$ cat src/rtl/ntt_pkg.sv
// Shared constants for the Kyber NTT datapath (q = 3329) and the optional
// per-layer halving used when GS_HALVE_EN folds n^-1 into the inverse NTT.
package ntt_pkg;

   localparam int              DATA_W    = 12;
   localparam logic [DATA_W-1:0] Q       = 12'd3329;
   localparam int              BARRETT_M = 5039;
   localparam int              BARRETT_K = 24;
   localparam int              PROD_W    = 24;

   // v/2 mod q for v < q: odd values borrow a q to become even first.
   function automatic logic [DATA_W-1:0] halve(input logic [DATA_W-1:0] v);
      return v[0] ? DATA_W'(({1'b0, v} + {1'b0, Q}) >> 1) : (v >> 1);
   endfunction

endpackage

$ cat src/rtl/gs_butterfly_pipe_if.sv
// Coefficient-in / result-out handshake bundle for the GS butterfly.
interface gs_butterfly_pipe_if;
   import ntt_pkg::*;

   logic              in_valid;
   logic              in_ready;
   logic [DATA_W-1:0] a_in;
   logic [DATA_W-1:0] b_in;
   logic [DATA_W-1:0] w_in;
   logic              out_valid;
   logic              out_ready;
   logic [DATA_W-1:0] x_out;
   logic [DATA_W-1:0] y_out;

   modport master (
      output in_valid, a_in, b_in, w_in, out_ready,
      input  in_ready, out_valid, x_out, y_out
   );

   modport slave (
      input  in_valid, a_in, b_in, w_in, out_ready,
      output in_ready, out_valid, x_out, y_out
   );

endinterface

$ cat src/rtl/gs_barrett_reduce.sv
// Two-stage registered Barrett reduction of a 24-bit product mod q.
// Stage A registers the quotient estimate and p; stage B subtracts and folds once.
module gs_barrett_reduce
   import ntt_pkg::*;
(
   input  logic              clk,
   input  logic              rst,
   input  logic              en,
   input  logic [PROD_W-1:0] p_in,
   output logic [DATA_W-1:0] r_out
);

   localparam int PM_W = PROD_W + 13;

   logic [DATA_W-1:0] w_t;
   logic [DATA_W:0]   w_r;
   logic [DATA_W-1:0] w_y;
   logic [DATA_W-1:0] r_t;
   logic [PROD_W-1:0] r_p;

   // t underestimates p/q by at most one, so r lands in [0, 2q) and fits 13 bits.
   always_comb begin
      w_t = DATA_W'((PM_W'(p_in) * PM_W'(BARRETT_M)) >> BARRETT_K);
      w_r = (DATA_W+1)'(r_p) - ((DATA_W+1)'(r_t) * (DATA_W+1)'(Q));
      w_y = (w_r >= {1'b0, Q}) ? DATA_W'(w_r - {1'b0, Q}) : DATA_W'(w_r);
   end

   always_ff @(posedge clk) begin
      if (rst) begin
         r_t   <= '0;
         r_p   <= '0;
         r_out <= '0;
      end else if (en) begin
         r_t   <= w_t;
         r_p   <= p_in;
         r_out <= w_y;
      end
   end

endmodule

$ cat src/rtl/gs_butterfly_pipe.sv
// Four-stage Gentleman-Sande butterfly for the Kyber INTT: x = a+b, y = (a-b)*w mod q.
// Define GS_HALVE_EN to halve sum and difference in stage 1 (folds n^-1 per layer).
module gs_butterfly_pipe
   import ntt_pkg::*;
#(
   parameter int                    data_width = DATA_W,
   parameter logic [data_width-1:0] M          = Q
) (
   input  logic                clk,
   input  logic                rst,
   gs_butterfly_pipe_if.slave  bus
);

   logic                  w_en;
   logic [data_width:0]   w_s;
   logic [data_width-1:0] w_sum;
   logic [data_width-1:0] w_diff;
   logic [data_width-1:0] w_y;

   logic                  r_v1, r_v2, r_v3, r_v4;
   logic [data_width-1:0] r_sum1, r_diff1, r_w1;
   logic [PROD_W-1:0]     r_p2;
   logic [data_width-1:0] r_sum2, r_sum3, r_x4;

   // Whole pipe advances together; bubbles are kept, not squeezed out.
   assign w_en          = ~r_v4 | bus.out_ready;
   assign bus.in_ready  = w_en;
   assign bus.out_valid = r_v4;
   assign bus.x_out     = r_x4;
   assign bus.y_out     = w_y;

   always_comb begin
      w_s    = {1'b0, bus.a_in} + {1'b0, bus.b_in};
      w_sum  = (w_s >= {1'b0, M}) ? data_width'(w_s - {1'b0, M}) : data_width'(w_s);
      w_diff = (bus.a_in >= bus.b_in) ? bus.a_in - bus.b_in : bus.a_in - bus.b_in + M;
   end

   always_ff @(posedge clk) begin
      if (rst) begin
         r_v1    <= 1'b0;
         r_v2    <= 1'b0;
         r_v3    <= 1'b0;
         r_v4    <= 1'b0;
         r_sum1  <= '0;
         r_diff1 <= '0;
         r_w1    <= '0;
         r_p2    <= '0;
         r_sum2  <= '0;
         r_sum3  <= '0;
         r_x4    <= '0;
      end else if (w_en) begin
         r_v1    <= bus.in_valid;
`ifdef GS_HALVE_EN
         r_sum1  <= halve(w_sum);
         r_diff1 <= halve(w_diff);
`else
         r_sum1  <= w_sum;
         r_diff1 <= w_diff;
`endif
         r_w1    <= bus.w_in;
         r_v2    <= r_v1;
         r_p2    <= PROD_W'(r_diff1) * PROD_W'(r_w1);
         r_sum2  <= r_sum1;
         r_v3    <= r_v2;
         r_sum3  <= r_sum2;
         r_v4    <= r_v3;
         r_x4    <= r_sum3;
      end
   end

   gs_barrett_reduce u_reduce (
      .clk   (clk),
      .rst   (rst),
      .en    (w_en),
      .p_in  (r_p2),
      .r_out (w_y)
   );

endmodule

$ cat src/flat_wrapper.sv
// flat-port wrapper written by rule: the top's interface ports become plain ports
module gs_butterfly_pipe_flat import ntt_pkg::*;
#(
   parameter int                    data_width = DATA_W,
   parameter logic [data_width-1:0] M          = Q
)
  (clk, rst, bus_in_valid, bus_a_in, bus_b_in, bus_w_in, bus_out_ready, bus_in_ready, bus_out_valid, bus_x_out, bus_y_out);
  gs_butterfly_pipe_if bus_i ();
  input  logic clk;
  input  logic rst;
  input wire logic [$bits(bus_i.in_valid)-1:0] bus_in_valid;
  input wire logic [$bits(bus_i.a_in)-1:0] bus_a_in;
  input wire logic [$bits(bus_i.b_in)-1:0] bus_b_in;
  input wire logic [$bits(bus_i.w_in)-1:0] bus_w_in;
  input wire logic [$bits(bus_i.out_ready)-1:0] bus_out_ready;
  output wire logic [$bits(bus_i.in_ready)-1:0] bus_in_ready;
  output wire logic [$bits(bus_i.out_valid)-1:0] bus_out_valid;
  output wire logic [$bits(bus_i.x_out)-1:0] bus_x_out;
  output wire logic [$bits(bus_i.y_out)-1:0] bus_y_out;
  assign bus_i.in_valid = bus_in_valid;
  assign bus_i.a_in = bus_a_in;
  assign bus_i.b_in = bus_b_in;
  assign bus_i.w_in = bus_w_in;
  assign bus_i.out_ready = bus_out_ready;
  assign bus_in_ready = bus_i.in_ready;
  assign bus_out_valid = bus_i.out_valid;
  assign bus_x_out = bus_i.x_out;
  assign bus_y_out = bus_i.y_out;
  gs_butterfly_pipe #(.data_width(data_width), .M(M)) u_core (.clk(clk), .rst(rst), .bus(bus_i));
endmodule
$ cat config.mk
export PLATFORM = sky130hd
export DESIGN_NAME = gs_butterfly_pipe_flat
export DESIGN_NICKNAME = d
export VERILOG_FILES = /design/src/rtl/ntt_pkg.sv /design/src/rtl/gs_butterfly_pipe_if.sv /design/src/rtl/gs_barrett_reduce.sv /design/src/rtl/gs_butterfly_pipe.sv /design/src/flat_wrapper.sv
export SDC_FILE = /design/constraint.sdc
export NUM_CORES = 1
export LEC_CHECK = 0
export CORE_MARGIN = 10
export CORE_UTILIZATION = 60
export CTS_CLUSTER_SIZE = 30
export DETAILED_ROUTE_END_ITERATION = 8
export PLACE_DENSITY = 0.79
export REMOVE_ABC_BUFFERS = 1
export SKIP_LAST_GASP = 1
export SLEW_MARGIN = 30
export SYNTH_ARGS = -nofsm -noshare
export SYNTH_HDL_FRONTEND = slang
export SYNTH_SLANG_ARGS = --single-unit
$ cat constraint.sdc
create_clock -name clk -period 9.13 [get_ports clk]
set_input_delay 1.826 -clock clk [delete_from_list [all_inputs] [get_ports clk]]
set_output_delay 1.826 -clock clk [all_outputs]
set_load 0.02 [all_outputs]
==> impl_metrics.toml <==
[logic_synthesis]
synthesis.area_um2 = 17710
async_flop_share_pct = 0
netlist_top_cells_area = "fa_1 27%, ha_1 17%, dfxtp_1 15%"
synth_top_area_share_pct = 26.57
synthFlopType = "dfxtp_1"
synth_seq_cells = 137
ys_seq_area_share_pct = 15.49
synth.avg_cell_area_um2 = 8.629
synth_cell_types = 70
synth_edf_count = 0
synthCells = 2052
ys_warn_count = 0
yosysTopAreaCell = "fa_1"

[timing]
max-slew-margin-rel_pct = 35.84
tightestPinTransition_ps = 958.9
skew_ps = 10.96
setup_violations = 0
maxSlewViolCount = 0
fmax_mhz = 162.5
period_needed_ps = 6155
rsz0062_at_grt = "no"
setup_ws_ps = 2975
hold_viol = 0
fin_crit_sh_pct = 67.42

[setup_path]
cp_top_family = "adder cells"
crit_path_end_kind = "flip-flop"
reg2reg_depth = 19
arrival_ps = 6480
path_depth = 19
endpoint = "u_core.u_reduce.r_t[9]$_SDFFE_PP0P_"
rrSetupSlack_ps = 2970
crit_path_frequent_cell = "fa_1"
crit_start = "u_core.r_p2[19]$_SDFFE_PP0P_"
path_buf_inv = 4
timing.rr.end = "u_core.u_reduce.r_t[9]$_SDFFE_PP0P_"
cp_slowest_stage_delay_ps = 560
worstPathCellList = "inv_1 -> fa_1 -> fa_1 -> inv_1 -> fa_1 -> fa_1 -> inv_1 -> fa_1 -> inv_1 -> ha_1 -> nor3_1 -> nor2_1 -> a22oi_1 -> nand2b_1 -> nor3b_1 -> a211oi_1 -> o21ai_0 -> a2111oi_0 -> a311o_1"
startpoint_type = "flip-flop"
criticalPathCategory = "flip-flop to flip-flop"
critPathMaxFanout = 6
required_ps = 9450
r2r_start = "u_core.r_p2[19]$_SDFFE_PP0P_"
cp_slowest_cell = "fa_1"

[cts]
clk_pin_slew_ps = 70
root_buffer = "clkbuf_16"
cts_tree = "yes"
clk-insertion-delay-late_ps = 440
cts_setup_buffers = 0
cts_max_level = 4
cts_resized = 0
cts_buffers = 17
cts.sinks = 137
ctsLongestPathBuffers = 2
ctsHoldBuffers = 0

[route]
wirelength_um = 40510
first_pass_iters = 6
drc = 0
vias_per_cell = 5.664
detail-route-antenna-nets = 0
vias = 13920
drt_iter0_markers = 877
wl_per_cell_um = 16.49

[die]
initial_utilization_pct = 61.19
die_x_um = 191.8
io_pins = 66
die_h_um = 191.8
die-area_um2 = 36780
num_rows = 62
design.core.area_um2 = 28940

[cells_and_area]
regArea_um2 = 2743
final_nets = 2580
syn_to_final_growth_pct = 8.141
n_antenna_cell = 0
num-fill-cells = 2359
multiInputGateArea_um2 = 13340
drive_gt1_share_pct = 2.943

[grt]
grt_pass1_wl_um = 68220
grt_overflow = 0
grt_max_degree = 98
antenna_found_initial = 0
first_global_vias = 14160
grt_usage_pct = 22.54

[job]
maxCapViolations = 0

[placement]
globalplace.congestion = 0.9408
portBuffers = 65
hpwlAfterDp_um = 32080
pre_cts_ws_ps = 3032

[status]
outcome = "complete, no violations"

[min_path]
hp-class = "flip-flop to flip-flop"
-- through the flow --
| step | hold WS, ps | util (%) | TNS [ps] | std cells | instance area [µm²] |
|---|---|---|---|---|---|
| floorplan | 425.8 | - | -429.9 | 1971 | 17390 |
| detailed placement | 443.2 | 64.21 | 0 | 2425 | 18580 |
| global placement | 437.8 | 64.18 | 0 | 2425 | 18570 |
| CTS | 453.2 | 66.16 | 0 | 2457 | 19140 |
| finish | 449.9 | 66.17 | 0 | 2457 | 19150 |
| global route | 463.5 | 66.17 | 0 | 2457 | 19150 |
-- synth_stat cells (7+ instances only) --
| master | number |
|---|---|
| a21o_1 | 13 |
| nor2_1 | 65 |
| dfxtp_1 | 137 |
| a21oi_1 | 142 |
| o31a_1 | 11 |
| or2_2 | 7 |
| o21a_1 | 10 |
| and2_1 | 63 |
| nand3_1 | 36 |
| and3_1 | 9 |
| a211oi_1 | 22 |
| nor2b_1 | 11 |
| ha_1 | 245 |
| nor3_1 | 22 |
| xor2_1 | 19 |
| inv_1 | 354 |
| a31oi_1 | 9 |
| xnor2_1 | 45 |
| o211ai_1 | 8 |
| clkbuf_1 | 72 |
| nand2_1 | 299 |
| or3_1 | 17 |
| nand4_1 | 14 |
| fa_1 | 235 |
| nand2b_1 | 13 |
| o21ai_0 | 56 |
-- final cells by class --
class / count / area share (%)
clock buffer: 20 / 2.385
sequential: 137 / 14.32
multi-input combinational: 1479 / 69.65
timing repair buffer: 70 / 3.601
inverter: 355 / 6.972
tap: 384 / 2.509
clock inverter: 12 / 0.5554
-- cells in the final DEF (no fill, tap or decap), types with 45 or more instances in the layout --
cell type,n
clkdlybuf4s50_1,64
nor2_1,65
xnor2_1,45
dfxtp_1,137
ha_1,245
inv_1,354
fa_1,235
o21ai_0,56
nand2_1,299
and2_1,63
a21oi_1,142
-- worst min path at each step --
stage	startpoint	end	slack, ps	cells after the start
final	u_core.bus.x_out[7]$_SDFFE_PP0P_	u_core.bus.x_out[7]$_SDFFE_PP0P_	450	2
after global routing	u_core.bus.x_out[5]$_SDFFE_PP0P_	u_core.bus.x_out[5]$_SDFFE_PP0P_	460	2
after CTS	u_core.bus.x_out[7]$_SDFFE_PP0P_	u_core.bus.x_out[7]$_SDFFE_PP0P_	450	2
after global placement	u_core.bus.x_out[1]$_SDFFE_PP0P_	u_core.bus.x_out[1]$_SDFFE_PP0P_	440	2
after floorplan	u_core.u_reduce.r_p[0]$_SDFFE_PP0P_	u_core.u_reduce.r_p[0]$_SDFFE_PP0P_	430	2
after detailed placement	u_core.u_reduce.r_p[10]$_SDFFE_PP0P_	u_core.u_reduce.r_p[10]$_SDFFE_PP0P_	440	2
-- layer usage --
| metal | wire length (µm) | up-vias | track usage [%] |
|---|---|---|---|
| met1 | 17730 | 6871 | 28.58 |
| met2 | 20250 | 297 | 39.00 |
| met5 | 0 | - | 0 |
| met4 | 890 | 0 | 7.332 |
| li1 | - | 6679 | - |
| met3 | 1647 | 70 | 2.902 |
-- flip-flops by register name, summed over array words and instances (netlist names) --
signal	flops
u_core.r_sum2	12
u_core.u_reduce.r_p	13
u_core.r_v3	1
u_core.r_p2	24
u_core.r_sum1	12
u_core.u_reduce.r_t	12
u_core.u_reduce.r_out	12
u_core.bus.out_valid	1
u_core.r_v1	1
u_core.r_sum3	12
u_core.r_diff1	12
u_core.r_v2	1
u_core.r_w1	12
u_core.bus.x_out	12
-- kinds of logic after synthesis --
family	synth area share, %
AOI/OAI and AO/OA	12.11
muxes	0.2261
adders and majority gates	43.88
buffers and inverters	9.307
and+or+nand+nor	15.82
xor gates and xnor gates	3.166
DFF	15.49
-- worst register-to-register path, delay by kind of cell, from the launching register on --
family / cells / cell delay, ps
adder cells (fa/ha/maj): 6 / 2940
buffers and inverters: 4 / 290
flip-flops: 1 / 470
AND/OR/NAND/NOR: 4 / 930
AO/OA/AOI/OAI: 5 / 1390
Power is left out: the tool's default activity adds up to more than one toggle a clock period on the data nets, which glitch-free logic cannot reach.
